File: src/rtl/poly8_ctrl_pkg.sv
// Shared definitions for poly8 call scheduling: FSM states, default data width and
// the grant-index width helper.
package poly8_ctrl_pkg;

    typedef enum logic [1:0] {
        StIdle,
        StIssue,
        StWait,
        StResp
    } state_e;

    localparam int unsigned DATA_W_DEFAULT = 32;

    // Width of a binary requester index; never zero so a single requester still works.
    function automatic int unsigned grant_w(input int unsigned n);
        return (n > 1) ? $clog2(n) : 1;
    endfunction

endpackage

File: src/rtl/rr_arbiter.sv
// Combinational round-robin picker: first set request after ptr (mod NREQ) wins,
// reported both one-hot and as a binary index.
module rr_arbiter
    import poly8_ctrl_pkg::*;
#(
    parameter int unsigned NREQ = 4,
    localparam int unsigned IW = grant_w(NREQ)
) (
    input  logic [NREQ-1:0] req,
    input  logic [IW-1:0]   ptr,
    output logic [NREQ-1:0] gnt,
    output logic [IW-1:0]   gnt_idx,
    output logic            any
);

    always_comb begin
        logic [IW-1:0] cand;
        gnt     = '0;
        gnt_idx = '0;
        any     = 1'b0;
        cand    = '0;
        for (int unsigned off = 1; off <= NREQ; off++) begin
            cand = IW'((32'(ptr) + off) % NREQ);
            if (!any && req[cand]) begin
                any       = 1'b1;
                gnt[cand] = 1'b1;
                gnt_idx   = cand;
            end
        end
    end

endmodule

File: src/rtl/poly8_arbiter.sv
// Shares one poly8 component among NREQ requesters: round-robin accept, issue one call,
// capture the result and hand it back to the requester that asked for it.
module poly8_arbiter
    import poly8_ctrl_pkg::*;
#(
    parameter int unsigned NREQ   = 4,
    parameter int unsigned DATA_W = DATA_W_DEFAULT,
    parameter int unsigned CNT_W  = 16
) (
    input  logic                   clock,
    input  logic                   resetn,
    input  logic [NREQ-1:0]        req_valid,
    output logic [NREQ-1:0]        req_ready,
    input  logic [NREQ*DATA_W-1:0] req_idx,
    output logic [NREQ-1:0]        rsp_valid,
    input  logic [NREQ-1:0]        rsp_ready,
    output logic [DATA_W-1:0]      rsp_data,
    output logic                   k_start,
    input  logic                   k_busy,
    output logic [DATA_W-1:0]      k_idx,
    input  logic                   k_done,
    output logic                   k_stall,
    input  logic [DATA_W-1:0]      k_returndata,
    output logic [CNT_W-1:0]       calls_done,
    output logic                   idle
);

    localparam int unsigned IW = grant_w(NREQ);

    state_e              state_q;
    logic [IW-1:0]       grant_q;
    logic [IW-1:0]       rr_ptr_q;
    logic [DATA_W-1:0]   idx_q;
    logic [DATA_W-1:0]   rsp_data_q;
    logic [CNT_W-1:0]    calls_done_q;
    logic                k_start_q;
    logic                k_stall_q;
    logic                idle_q;
    logic [NREQ-1:0]     rsp_valid_q;

    logic [NREQ-1:0]     arb_gnt;
    logic [IW-1:0]       arb_idx;
    logic                arb_any;
    logic [NREQ-1:0]     grant_oh;
    logic [DATA_W-1:0]   idx_arr [NREQ];

    rr_arbiter #(
        .NREQ (NREQ)
    ) u_rr_arbiter (
        .req     (req_valid),
        .ptr     (rr_ptr_q),
        .gnt     (arb_gnt),
        .gnt_idx (arb_idx),
        .any     (arb_any)
    );

    always_comb begin
        for (int unsigned i = 0; i < NREQ; i++) begin
            idx_arr[i] = req_idx[i*DATA_W +: DATA_W];
        end
    end

    always_comb begin
        grant_oh          = '0;
        grant_oh[grant_q] = 1'b1;
    end

    // Only the accept handshake is combinational; everything toward poly8 is registered.
    assign req_ready  = (state_q == StIdle) ? arb_gnt : '0;
    assign rsp_valid  = rsp_valid_q;
    assign rsp_data   = rsp_data_q;
    assign k_start    = k_start_q;
    assign k_idx      = idx_q;
    assign k_stall    = k_stall_q;
    assign calls_done = calls_done_q;
    assign idle       = idle_q;

    always_ff @(posedge clock or negedge resetn) begin
        if (!resetn) begin
            state_q      <= StIdle;
            grant_q      <= '0;
            rr_ptr_q     <= IW'(NREQ - 1);
            idx_q        <= '0;
            rsp_data_q   <= '0;
            calls_done_q <= '0;
            k_start_q    <= 1'b0;
            k_stall_q    <= 1'b1;
            idle_q       <= 1'b1;
            rsp_valid_q  <= '0;
        end else begin
            unique case (state_q)
                StIdle: begin
                    if (arb_any) begin
                        idx_q     <= idx_arr[arb_idx];
                        grant_q   <= arb_idx;
                        k_start_q <= 1'b1;
                        idle_q    <= 1'b0;
                        state_q   <= StIssue;
                    end
                end
                StIssue: begin
                    if (!k_busy) begin
                        k_start_q <= 1'b0;
                        k_stall_q <= 1'b0;
                        state_q   <= StWait;
                    end
                end
                StWait: begin
                    if (k_done) begin
                        rsp_data_q  <= k_returndata;
                        k_stall_q   <= 1'b1;
                        rsp_valid_q <= grant_oh;
                        state_q     <= StResp;
                    end
                end
                StResp: begin
                    // Completed requester drops to lowest priority for the next pick.
                    if (|(rsp_ready & grant_oh)) begin
                        rr_ptr_q     <= grant_q;
                        calls_done_q <= calls_done_q + 1'b1;
                        rsp_valid_q  <= '0;
                        idle_q       <= 1'b1;
                        state_q      <= StIdle;
                    end
                end
                default: state_q <= StIdle;
            endcase
        end
    end

endmodule

File: config.mk
export PLATFORM = sky130hd
export DESIGN_NAME = poly8_arbiter
export DESIGN_NICKNAME = d
export VERILOG_FILES = /design/src/rtl/poly8_ctrl_pkg.sv /design/src/rtl/rr_arbiter.sv /design/src/rtl/poly8_arbiter.sv
export SDC_FILE = /design/constraint.sdc
export NUM_CORES = 1
export LEC_CHECK = 0
export ABC_CLOCK_PERIOD_IN_PS = 4650
export BUFFER_PORTS_ARGS = -buffer_cell sky130_fd_sc_hd__clkbuf_2
export CAP_MARGIN = 40
export CELL_PAD_IN_SITES_DETAIL_PLACEMENT = 1
export CELL_PAD_IN_SITES_GLOBAL_PLACEMENT = 1
export CORE_MARGIN = 2
export CORE_UTILIZATION = 37
export DETAILED_ROUTE_END_ITERATION = 10
export PLACE_DENSITY_LB_ADDON = 0.1
export SYNTH_ARGS = -nofsm -noshare
export SYNTH_HDL_FRONTEND = slang
export SYNTH_SLANG_ARGS = --single-unit
File: constraint.sdc
create_clock -name clock -period 4.65 [get_ports clock]
set_clock_uncertainty 0.1 [all_clocks]
set_input_delay 0 -clock clock [delete_from_list [all_inputs] [get_ports clock]]
set_output_delay 0 -clock clock [all_outputs]
set_load 0.02 [all_outputs]
==> qor.txt <==
Cells after Synth = 427
# setup viols final = 0
Max cap viols = 0
Core Rows = 42
Setup Crit Path Kind = register to register
Crit end category = register
Die Y = 121 µm
CTS tree = done
Drt first-iter violations = 223
Min cycle time layout = 4450 ps
Root Driver = clkbuf_16
Share of cells above drive strength 1 = 44.3%
Mapped Avg Cell Area = 11.9 µm²
Post-CTS Setup Inserts = 0
Crit-path cells = inv_1 -> ha_1 -> mux4_2 -> nor2b_1 -> o32a_4 -> buf_6 -> mux2i_1 -> dlygate4sd3_1 -> o21ai_0 -> dlygate4sd3_1
Total GRT Usage = 29.7%
Initial antenna violation count = 1
Final worst setup slack = 201 ps
Die X = 121 µm
WP depth = 10
Die Footprint = 14700 µm²
Leakage = 4.15 nW
Clock Path Buffers = 2
Most common cell on crit path = dlygate4sd3_1
# DRC = 0
RD Place Congestion = 0.761
Num ports = 263
Int Pwr = 3.39 mW
Worst path top cell family by delay = buffers and inverters
Critical R2R Capture = k_idx[15]
CTS buffer count = 9
Yosys top cell by area = dfrtp_1
FF-to-FF Start = rr_ptr_q[0]
Max Fclk = 0.225 GHz
# port buffers = 262
Fillers = 1473
Hold Fails Final Rpt = 0
Switching Share = 42.2%
TritonRoute pass-1 iters = 4
Final Cycle Share = 95.7%
Yosys top cell area share = 43.9%
Synth cell types = 41
Seq/Total Area, Yosys = 45.9%
Clock sinks = 93
DP Worst Slack = 891 ps
Skew-Pair Late Insertion Delay = 350 ps
Final core utilization = 61.2%
Core area = 13300 µm²
CP required = 4780 ps
Psw = 2.47 mW
Remaining antenna violation count = 0
Post-Syn Nets = 612
Crit path largest cell delay = 760 ps
Critical path peak fanout = 24
Area growth syn-to-layout = 60.9%
Top post-synthesis cells by area = dfrtp_1, mux2_2, mux2i_1
CP max stage cell = dfstp_2
Slew Limit Fails = 0
CP bufs+invs = 4
Reg2reg setup slack = 200 ps
Grt ovf = 0
Post-Route WL = 21400 µm
Hold Path Class = primary input to async pin
Via count = 5223
Worst Path Arrival = 4580 ps
Status = completed
H-tree depth = 3
Starting Density = 38.0%
Ys Warns = 0
First-pass GRT wire length = 33000 µm
Slew HR = 44.6%
Post-Syn Area = 5080 µm²
Vias per cell = 5.25
Worst VDD drop = 0.286 mV
Reg clk slew, reported paths = 70 ps
Worst-Margin Slew = 830 ps
WL/cell = 21.5 µm
Clock power share = 13.3%
Number of global-route vias before repair = 5999
Pin count of the biggest net entering global routing = 62
Yosys reg bits = 93
Combinational fraction of design power = 61.2%
Post-DP HPWL = 13100 µm
Reg power frac = 25.5%
Cells on worst reg2reg path = 10
CP Launch Type = register
Pwr Density = 717 nW/µm²
Fin nets = 997
state kept, by name (all words and copies together) (netlist names):
name,count
state_q,2
rr_ptr_q,2
rsp_valid,4
k_stall,1
rsp_data,32
grant_q,2
calls_done,16
k_idx,32
k_start,1
idle,1
kinds of logic after synthesis:
kind of cell / count (synthesis) / synth area share [%]
xor gates and xnor gates: 15 / 2.59
and+or+nand+nor: 63 / 6.04
AOI/OAI and AO/OA: 100 / 13.0
muxes: 107 / 25.5
buffers and inverters: 36 / 3.75
DFF: 93 / 45.9
adders and majority gates: 13 / 3.20
metrics by stage:
| stage | hold slack, ps | std cells | cell area, µm² | total power [mW] | TNS, ps |
|---|---|---|---|---|---|
| final | 39.3 | 994 | 8170 | 5.86 | 0 |
| after global routing | 73.5 | 994 | 8170 | 6.19 | -0.0413 |
| after CTS | 48.0 | 993 | 8150 | 5.69 | 0 |
| after detailed placement | -115 | 845 | 6520 | 4.35 | 0 |
| after global placement | -123 | 845 | 6520 | 4.23 | 0 |
| after floorplan | -396 | 427 | 5080 | 3.52 | 0 |
synthesized netlist by cell type (all sizes together):
cell and number:
o41ai 5, a2bb2oi 1, mux4 4, buf 10, mux2 66, or2 1, a21boi 3, a22o 1
and2 1, a221oi 4, inv 10, o32a 1, o32ai 1, o21ai 38, xor2 4, dfstp 4
nor2b 8, o22ai 1, nor2 12, ha 13, nand4 3, clkbuf 16, a21o 1, nand3 4
nand2 21, dfrtp 89, nand2b 3, xnor2 11, nor3 3, a22oi 36, a21oi 5, mux2i 37
o311ai 1, and3b 1, o21a 2, and2b 1, and3 5
layout make-up:
class | count | area [µm²] | area share, %
Sequential cell | 93 | 2330 | 28.6
Antenna cell | 1 | 2.50 | 0.0306
Inverter | 10 | 37.5 | 0.460
Clock inverter | 6 | 67.6 | 0.827
Timing Repair Buffer | 400 | 2700 | 33.0
Tap cell | 176 | 220 | 2.70
Clock buffer | 10 | 239 | 2.93
Multi-Input combinational cell | 298 | 2570 | 31.5
power by group through the flow:
stage               clock network, mW  registers (mW)  logic, mW
floorplan                           0            1.80       1.72
global placement                    0            1.45       2.77
detailed placement                  0            1.48       2.87
CTS                             0.784            1.47       3.44
global route                    0.825            1.54       3.82
finish                          0.778            1.49       3.59
cells in the final DEF (no fill, tap or decap), types with 2 or more instances in the layout:
cell type,count
o41ai_1,5
o21a_1,2
nand2b_1,2
mux2_4,24
nor2_1,11
nor2b_1,8
and3_1,5
o21ai_1,24
xor2_1,4
inv_6,2
inv_1,10
ha_1,13
o21ai_0,14
dlygate4sd3_1,132
clkinvlp_4,2
a21oi_1,5
clkbuf_16,9
nand2_1,21
buf_4,5
dfstp_2,4
nor3_1,3
xnor2_1,11
a221oi_1,4
mux2i_1,37
dfrtp_1,89
mux2_2,42
nand4_1,3
mux4_2,4
clkbuf_2,261
a21boi_0,3
a22oi_1,36
nand3_1,4
worst max path at each step:
stage | startpoint | to
final | rr_ptr_q[0] | k_idx[15]
after global routing | rr_ptr_q[0] | k_idx[15]
after CTS | rr_ptr_q[0] | k_idx[14]
after detailed placement | rr_ptr_q[0] | k_idx[16]
after global placement | rr_ptr_q[0] | k_idx[19]
after floorplan | rr_ptr_q[0] | k_idx[0]
metal layers:
| metal | up-vias | global-route usage, % | wire length [µm] |
|---|---|---|---|
| li1 | 2337 | - | - |
| met1 | 2595 | 31.9 | 7800 |
| met2 | 230 | 54.0 | 11400 |
| met3 | 61 | 6.11 | 1170 |
| met4 | 0 | 16.5 | 1060 |
| met5 | - | 0 | 0 |
repair_timing:
action	4_1_cts	5_1_grt
hold buffers	132	0
hold endpoints to repair	99	0
gates resized for setup	0	2
endpoints found under the setup margin	0	15
No activity file was read; power rests on OpenSTA's default activity.
